**config.mk**
```make
export PLATFORM = sky130hd
export DESIGN_NAME = dmem_rmw_ctrl
export DESIGN_NICKNAME = d
export VERILOG_FILES = /design/src/rtl/dmem_rmw_ctrl_pkg.sv /design/src/rtl/dmem_lane_align.sv /design/src/rtl/dmem_rmw_ctrl.sv
export SDC_FILE = /design/constraint.sdc
export NUM_CORES = 1
export LEC_CHECK = 0
export ABC_AREA = 1
export BUFFER_PORTS_ARGS = -buffer_cell sky130_fd_sc_hd__clkbuf_2
export CORE_ASPECT_RATIO = 1.4
export CORE_MARGIN = 5
export CORE_UTILIZATION = 53
export CTS_BUF_LIST = sky130_fd_sc_hd__clkbuf_4 sky130_fd_sc_hd__clkbuf_8 sky130_fd_sc_hd__clkbuf_16
export DETAILED_ROUTE_END_ITERATION = 8
export PLACE_DENSITY = 0.92
export SLEW_MARGIN = 0
export SYNTH_ARGS = -nofsm -noshare
export SYNTH_HDL_FRONTEND = slang
export SYNTH_SLANG_ARGS = --single-unit
```
**constraint.sdc**
```tcl
create_clock -name clk -period 4.11 [get_ports clk]
set_clock_uncertainty 0.1 [all_clocks]
set_input_delay 0.411 -clock clk [delete_from_list [all_inputs] [get_ports clk]]
set_output_delay 0.411 -clock clk [all_outputs]
set_load 0.05 [all_outputs]
```
**src/rtl/dmem_rmw_ctrl_pkg.sv**
```systemverilog
// Shared constants and types for the data-memory RMW controller.
// Latency: n/a (definitions only).
// Backpressure: n/a (definitions only).
package dmem_rmw_ctrl_pkg;

  // Access size encodings carried on req_mask; 2'b11 behaves as a word.
  localparam logic [1:0] MASK_B = 2'b00;
  localparam logic [1:0] MASK_H = 2'b01;
  localparam logic [1:0] MASK_W = 2'b10;

  // Controller FSM encodings.
  localparam logic [1:0] ST_IDLE   = 2'b00;
  localparam logic [1:0] ST_RMW_RD = 2'b01;
  localparam logic [1:0] ST_RMW_WR = 2'b10;

  // Request fields captured in IDLE and consumed one cycle later, either by
  // the load extract path or by the RMW merge.
  typedef struct packed {
    logic [1:0]  mask;
    logic [1:0]  lane;
    logic        is_unsigned;
    logic [31:0] wdata;
  } pend_t;

  // Word and the reserved 2'b11 encoding both select a full-word access.
  function automatic logic is_word(input logic [1:0] mask);
    return mask[1];
  endfunction

endpackage

```
**src/rtl/dmem_lane_align.sv**
```systemverilog
// Byte/half lane alignment: store merge (MERGE=1) or load extract (MERGE=0).
// Latency: combinational.
// Backpressure: none.
//
// Ports:
//   word_in     RAM word (old word for merge, read data for extract)
//   wdata       right-justified store data (merge only)
//   mask        access size, lane  byte offset inside the word
//   is_unsigned zero-extend on extract
//   result      merged word or aligned/extended load value
module dmem_lane_align
  import dmem_rmw_ctrl_pkg::*;
#(
  parameter bit MERGE = 1'b0
) (
  input  logic [31:0] word_in,
  input  logic [31:0] wdata,
  input  logic [1:0]  mask,
  input  logic [1:0]  lane,
  input  logic        is_unsigned,
  output logic [31:0] result
);

  logic [31:0] merged;
  logic [31:0] extracted;
  logic [7:0]  byte_sel;
  logic [15:0] half_sel;

  always_comb begin
    merged    = wdata;
    extracted = word_in;
    byte_sel  = word_in[{lane, 3'b000} +: 8];
    // Half lane comes from addr[1] only; addr[0] never shifts a half.
    half_sel  = word_in[{lane[1], 4'b0000} +: 16];
    if (!is_word(mask)) begin
      merged = word_in;
      if (mask == MASK_B) begin
        merged[{lane, 3'b000} +: 8] = wdata[7:0];
        extracted = {{24{byte_sel[7] & ~is_unsigned}}, byte_sel};
      end else begin
        merged[{lane[1], 4'b0000} +: 16] = wdata[15:0];
        extracted = {{16{half_sel[15] & ~is_unsigned}}, half_sel};
      end
    end
    result = MERGE ? merged : extracted;
  end

endmodule

```
**src/rtl/dmem_rmw_ctrl.sv**
```systemverilog
// MEM-stage data RAM controller: direct word stores/loads, 2-cycle RMW for sb/sh.
// Latency: stores write same cycle (sub-word: write in next cycle); loads valid 1 cycle later.
// Backpressure: req_ready low in RMW_RD/RMW_WR; need_stall high on sub-word store issue.
//
// Ports: clk/rst (sync, active-high); req_* from EX/MEM; ram_* to synchronous
// data RAM (rdata valid the cycle after address); ld_valid/ld_data to writeback;
// misalign flags bad alignment when built with DMEM_MISALIGN_EN (else tied 0).
module dmem_rmw_ctrl
  import dmem_rmw_ctrl_pkg::*;
#(
  parameter int RAM_AW = 10
) (
  input  logic              clk,
  input  logic              rst,
  input  logic              req,
  input  logic              req_wen,
  input  logic [1:0]        req_mask,
  input  logic              req_unsigned,
  input  logic [31:0]       req_addr,
  input  logic [31:0]       req_wdata,
  output logic              req_ready,
  output logic              need_stall,
  output logic [RAM_AW-1:0] ram_addr,
  output logic              ram_wen,
  output logic [31:0]       ram_wdata,
  input  logic [31:0]       ram_rdata,
  output logic              ld_valid,
  output logic [31:0]       ld_data,
  output logic              misalign
);

  logic [1:0]        state_q, state_d;
  logic [RAM_AW-1:0] addr_q, addr_d;
  pend_t             pend_q, pend_d;
  logic              ld_valid_q, ld_valid_d;
  logic              ld_zero_q, ld_zero_d;

  logic        accept;
  logic        misalign_c;
  logic [31:0] merged_word;
  logic [31:0] load_word;
  logic        unused_addr_hi;

  assign unused_addr_hi = ^req_addr[31:RAM_AW+2];

  // Requests arriving outside IDLE, or during reset, are dropped.
  assign accept    = req & (state_q == ST_IDLE) & ~rst;
  assign req_ready = (state_q == ST_IDLE);

`ifdef DMEM_MISALIGN_EN
  assign misalign_c = accept & (((req_mask == MASK_H) & req_addr[0]) |
                                (is_word(req_mask) & (req_addr[1:0] != 2'b00)));
`else
  assign misalign_c = 1'b0;
`endif
  assign misalign = misalign_c;

  dmem_lane_align #(.MERGE(1'b1)) u_merge (
    .word_in     (ram_rdata),
    .wdata       (pend_q.wdata),
    .mask        (pend_q.mask),
    .lane        (pend_q.lane),
    .is_unsigned (1'b0),
    .result      (merged_word)
  );

  dmem_lane_align #(.MERGE(1'b0)) u_extract (
    .word_in     (ram_rdata),
    .wdata       (32'h0),
    .mask        (pend_q.mask),
    .lane        (pend_q.lane),
    .is_unsigned (pend_q.is_unsigned),
    .result      (load_word)
  );

  always_comb begin
    state_d    = state_q;
    addr_d     = addr_q;
    pend_d     = pend_q;
    ld_valid_d = 1'b0;
    ld_zero_d  = 1'b0;
    ram_addr   = '0;
    ram_wen    = 1'b0;
    ram_wdata  = '0;
    need_stall = 1'b0;
    case (state_q)
      ST_IDLE: begin
        if (accept) begin
          addr_d             = req_addr[RAM_AW+1:2];
          pend_d.mask        = req_mask;
          pend_d.lane        = req_addr[1:0];
          pend_d.is_unsigned = req_unsigned;
          pend_d.wdata       = req_wdata;
          ram_addr           = req_addr[RAM_AW+1:2];
          if (!req_wen) begin
            ld_valid_d = 1'b1;
            ld_zero_d  = misalign_c;
          end else if (!misalign_c) begin
            if (is_word(req_mask)) begin
              ram_wen   = 1'b1;
              ram_wdata = req_wdata;
            end else begin
              // Sub-word store: this cycle is the read half of the RMW.
              need_stall = 1'b1;
              state_d    = ST_RMW_RD;
            end
          end
        end
      end
      ST_RMW_RD: begin
        ram_addr  = addr_q;
        ram_wen   = 1'b1;
        ram_wdata = merged_word;
        state_d   = ST_RMW_WR;
      end
      ST_RMW_WR: begin
        state_d = ST_IDLE;
      end
      default: begin
        state_d = ST_IDLE;
      end
    endcase
    // Reset aborts an in-flight RMW before its write reaches the RAM.
    if (rst) begin
      ram_addr   = '0;
      ram_wen    = 1'b0;
      ram_wdata  = '0;
      need_stall = 1'b0;
    end
  end

  always_ff @(posedge clk) begin
    if (rst) begin
      state_q    <= ST_IDLE;
      addr_q     <= '0;
      pend_q     <= '0;
      ld_valid_q <= 1'b0;
      ld_zero_q  <= 1'b0;
    end else begin
      state_q    <= state_d;
      addr_q     <= addr_d;
      pend_q     <= pend_d;
      ld_valid_q <= ld_valid_d;
      ld_zero_q  <= ld_zero_d;
    end
  end

  assign ld_valid = ld_valid_q;
  // Misaligned loads still pulse ld_valid but return zero.
  assign ld_data  = (ld_valid_q & ~ld_zero_q) ? load_word : 32'h0;

endmodule

```
After elaboration in Yosys (flattened, before gate mapping)
Index checks and enable logic that the tools add are counted.
{ "classes": {"n_bitwise": 8, "n_shift": 6, "add_sub_neg": 2, "reduce_logical": 5, "n_mux": 30, "n_eq_ne": 4} }
{ "op_table": {"columns": ["op", "count"], "rows": [
  ["2-to-1 mux 32 bit", 9],
  ["bitwise mux 32 bit", 2],
  ["one-hot mux 32 bit (2 select lines)", 1],
  ["variable shift 16 x 7 -> 32 bit (first input constant)", 1],
  ["variable shift 8 x 7 -> 32 bit (first input constant)", 1],
  ["indexed part select 16 x 7 -> 32 bit", 1],
  ["indexed part select 32 x 6 -> 16 bit", 1],
  ["indexed part select 32 x 6 -> 8 bit", 1],
  ["indexed part select 8 x 7 -> 32 bit", 1],
  ["2-to-1 mux 10 bit", 2],
  ["one-hot mux 10 bit (2 select lines)", 1],
  ["negator 5 -> 7 bit", 2],
  ["2-to-1 mux 1 bit", 10],
  ["2-to-1 mux 2 bit", 3],
  ["bitwise AND 1 bit", 4],
  ["logical NOT 2 bit", 2],
  ["!= test 2 bit (second input constant)", 2],
  ["inverter 1 bit", 4],
  ["one-hot mux 2 bit (2 select lines)", 1],
  ["AND reduction 3 bit", 1],
  ["OR reduction 3 bit", 1],
  ["== test 2 x 1 -> 1 bit (second input constant)", 1],
  ["!= test 2 x 1 -> 1 bit (second input constant)", 1],
  ["one-hot mux 1 bit (2 select lines)", 1],
  ["AND reduction 2 bit", 1]
]} }
{ "word_totals": {"input_bits": 103, "regBits": 50, "out_inout_bits": 79} }

Logic depth before layout (Yosys ltp)
{ "depth": {"word_depth": 7, "ltp_mapped": 11} }

Modules after synthesis
Synthesis repeated with hierarchy kept, for this count alone.
{ "unflattened": {"cells_unflattened": 888, "area_unflattened_um2": 4777.1} }
{ "by_module_without_submodules": {"columns": ["module", "instances", "cells_per_inst", "area_each_um2", "seq_area_each_um2"], "rows": [
  ["dmem_rmw_ctrl", 1, 497, 3009.1, 1001.0],
  ["dmem_lane_align at u_merge", 1, 236, 1071.0, 0.0],
  ["dmem_lane_align at u_extract", 1, 155, 696.9, 0.0]
]} }

Worst setup path after synthesis
Ideal clock, no wire load.
{ "synth_path": {"kind": "register -> output", "start": "register pend_q[34] (netlist bit)", "end": "output ram_wdata[10]", "slack_ns": 1.269, "path_stages_with_launch": 11, "t_arrival_ns": 2.330, "path_cell_list": "dfxtp_1 -> inv_2 -> buf_2 -> ha_1 -> clkbuf_1 -> nand2_1 -> o21ai_0 -> nand2_1 -> nand2_1 -> nand2_1 -> a21oi_1"} }
{ "synth_via": {"elab_chain_len": 7, "word_cells_on_any_way": 12, "cone_classes": "add/sub: 2; shift: 4; mux: 6"} }
{ "synth_lines": {"columns": ["item", "line", "source"], "rows": [
  ["start, declared", "dmem_rmw_ctrl.sv:34", "pend_t pend_q, pend_d;"],
  ["start signal, assigned", "dmem_rmw_ctrl.sv:142", "pend_q <= pend_d;"],
  ["negator 5 -> 7 bit", null, null],
  ["indexed part select 16 x 7 -> 32 bit, or another cell as far along", "dmem_lane_align.sv:41", "merged[{lane[1], 4'b0000} +: 16] = wdata[15:0];"],
  ["bitwise mux 32 bit, on equally long branches", "dmem_lane_align.sv:41, dmem_lane_align.sv:38", null],
  ["2-to-1 mux 32 bit *", "dmem_lane_align.sv:37", "if (mask == MASK_B) begin"],
  ["2-to-1 mux 32 bit *", "dmem_lane_align.sv:35", "if (!is_word(mask)) begin"],
  ["one-hot mux 32 bit (2 select lines) *", "dmem_rmw_ctrl.sv:86", "case (state_q)"],
  ["2-to-1 mux 32 bit *", "dmem_rmw_ctrl.sv:124", "if (rst) begin"],
  ["end, declared", "dmem_rmw_ctrl.sv:25", "output logic [31:0] ram_wdata,"]
]} }
Mark *: on every way between the ends. The rest lies on a longest branch, timed or not.

Final worst setup path
{ "layout_path": {"start": "register pend_q[34] (netlist bit)", "end": "output ram_wdata[20]"} }
The elaborated chain is that of the path after synthesis.

==> impl_metrics.yaml <==
power_and_ir_drop:
  p_int_uw: 911
  leakage_nw: 2.58
  powerDensity_nw_per_um2: 286
  total_switching_power_uw: 580
  clkPwrFrac: 0.288
  p_comb_frac: 0.349
  seq_power_share: 0.363
  vdd_ir_drop_max_uv: 281
  power.switching_fraction: 0.389
placement:
  number_of_placed_instances_taps_included: 1011
  dp_worst_setup_slack_ns: 1.09
  placed_wire_length_estimate_um: 10700
  port_buffers: 160
  place.gp.congestion: 0.958
global_routing:
  first_global_vias: 4759
  grt_antenna_before_repair: 0
  grt_remaining_overflow: 0
  global_route_wire_length_before_repair_um: 22700
  grt_usage: 0.270
  maximum_number_of_pins_on_one_net_before_global_route_repair: 87
logic_synthesis:
  yosys-top-cells-area: "sky130_fd_sc_hd__dfxtp_1 23%, sky130_fd_sc_hd__nand2_1 21%, sky130_fd_sc_hd__a21oi_1 13%"
  synthDistinctLibCells: 29
  synth_ff_type: "sky130_fd_sc_hd__dfxtp_1"
  syn_area_per_cell_um2: 5.48
  synth-edff-count: 0
  post_synth_most_frequent_cells: "244 x sky130_fd_sc_hd__nand2_1, 118 x sky130_fd_sc_hd__a21oi_1, 102 x sky130_fd_sc_hd__nor2_1"
  synth_seq_cells: 50
  yosys_top_cell_by_area: "sky130_fd_sc_hd__dfxtp_1"
  syn_area_um2: 4390
  syn_inst: 801
  yosysMostFrequentCell: "sky130_fd_sc_hd__nand2_1"
  ys_warn_count: 0
  postSynth.asyncResetShare: 0
  mappedNetlistNets: 909
  synth-seq-area-share: 0.228
  synth_top_area_frac: 0.228
clock_tree:
  post_cts_resized: 0
  cts_buffers: 5
  path_clk_slew_ns: 0.07
  cts.root.buffer_cell: "sky130_fd_sc_hd__clkbuf_16"
  ctsLongestPathBuffers: 2
  ctsHtreeMaxLevel: 2
  cts_sinks: 50
  worst_skew_pair.late_latency_ns: 0.29
  post_cts_buffers: 0
  tritoncts: "done"
  holdBufCountCts: 0
setup_path:
  timing.critical_path.from_type: "register"
  path_class: "register to primary output"
  worst_ep_required_time_ns: 3.60
  cp_capture_type: "primary output"
  worstPathMaxFanout: 31
  cp.arrival_ns: 2.98
floorplan:
  top_level_ports: 182
  fp.dieArea_um2: 10200
  floorplan.core_area_um2: 8150
  initial_core_utilization: 0.539
  chipWidth_um: 86.9
  die_height_um: 118
  rows: 39
final_layout:
  num_antenna_cells: 0
  n_fill_cell: 793
  finalNonFillerCells: 1019
  areaGrowthSynthToFinish_pct: 18.8
  nets: 1024
  multiInputGateArea_um2: 2840
  layout-drive-gt1-share: 0.206
  regArea_um2: 1000
flow_run:
  drv_cap: 0
sta:
  clock.fmax_ghz: 0.286
  worst-slew-pin-transition_ns: 0.893
  final_max_slew_viol_count: 0
  relSlewSlack: 0.402
  timing_hold_violations_final: 0
  period_share: 0.849
  timing.setup.tns_ns: 0
  timing.final.crit_period_ns: 3.49
  setup_slack_ns: 0.619
  final-setup-viol-count: 0
  rsz0062_at_grt: "false"
route:
  drtPass1Iterations: 7
  drt-initial-drc-count: 542
  antenna_violating_nets_left: 0
  detail_route.drc_violations: 0
  avgViaCountPerCell: 5.42
  routed-via-count: 5527
  dr_wl_cell_um: 14.0
  drt-total-wl_um: 14300
status:
  status: "finished, final reports clean"
worst_hold_path:
  worstHoldPathType: "input pin to register"
==> registers in the layout, indices dropped and copies added (netlist names) <==
| signal | count |
|---|---|
| addr_q | 10 |
| state_q | 2 |
| ld_valid | 1 |
| pend_q | 37 |
==> final timing paths <==
| kind | start | cells after the start | endpoint | slack [ns] |
|---|---|---|---|---|
| hold / removal | req_wen | 2 | ld_valid | 0.23 |
| setup / recovery | pend_q[34] | 9 | ram_wdata[20] | 0.62 |
| hold reg to reg | pend_q[27] | 2 | pend_q[27] | 0.35 |
| setup reg to reg | state_q[0] | 4 | state_q[1] | 2.36 |
==> metal layers <==
metal  vias to the layer above  part of all wire  global-route usage
met3                        42             0.092              0.0448
met2                       297              0.46               0.439
met5                         -                 0                   0
met1                      2385              0.40               0.342
met4                         0             0.047               0.121
li1                       2803                 -                   -
==> power by group through the flow <==
stage                     clock network, mW  registers [mW]  logic [mW]
after global routing                  0.454           0.545       0.576
final                                 0.429           0.542       0.521
after floorplan                           0           0.540       0.382
after global placement                    0           0.550       0.504
after detailed placement                  0           0.552       0.512
after CTS                             0.434           0.540       0.515
==> area by class of cell <==
cell class              instances  share of cell area
multi-input cells             626               0.545
flip-flops and latches         50               0.192
repair buffers                165               0.161
inverters                      68              0.0494
clock buffers                   7              0.0280
well taps                     102              0.0244
clock inverters                 1            0.000959
==> critical path: stages (launching register included) <==
cell,delay [ns]
sky130_fd_sc_hd__dfxtp_2,0.67
sky130_fd_sc_hd__inv_2,0.29
sky130_fd_sc_hd__ha_1,0.42
sky130_fd_sc_hd__nand3_1,0.21
sky130_fd_sc_hd__o21ai_0,0.30
sky130_fd_sc_hd__nand2_1,0.13
sky130_fd_sc_hd__nand2_1,0.14
sky130_fd_sc_hd__nand2_1,0.09
sky130_fd_sc_hd__a21oi_1,0.13
sky130_fd_sc_hd__clkbuf_2,0.29
==> cell usage in the layout, fill, tap and decap left out, drive strengths merged <==
master  Yosys  routed
a21oi     119     119
buf        33       5
clkbuf     24     167
clkinv      0       1
conb        1       1
dfxtp      50      50
ha          5       5
inv        68      68
nand2     246     246
nand3      28      28
nor2      105     105
nor3        2       2
o211ai     15      15
o21ai     104     104
o22ai       1       1
==> metrics by stage <==
stage                     instance area, µm²  power (mW)  utilization  hold slack [ns]
after CTS                               5220        1.49        0.641            0.214
after floorplan                         4390       0.923            -            0.329
after global routing                    5220        1.57        0.641            0.237
after global placement                  5070        1.05        0.622            0.338
final                                   5220        1.49        0.641            0.231
after detailed placement                5070        1.06        0.622            0.344
==> kinds of logic after synthesis <==
family / Yosys count / synth area share
adder cells (fa/ha/maj): 5 / 0.0142
flip-flops: 50 / 0.228
AO/OA/AOI/OAI: 239 / 0.285
AND/OR/NAND/NOR: 381 / 0.347
other: 1 / 0.000854
buffers and inverters: 125 / 0.125
Note: power is estimated with default switching activity, not from simulation.
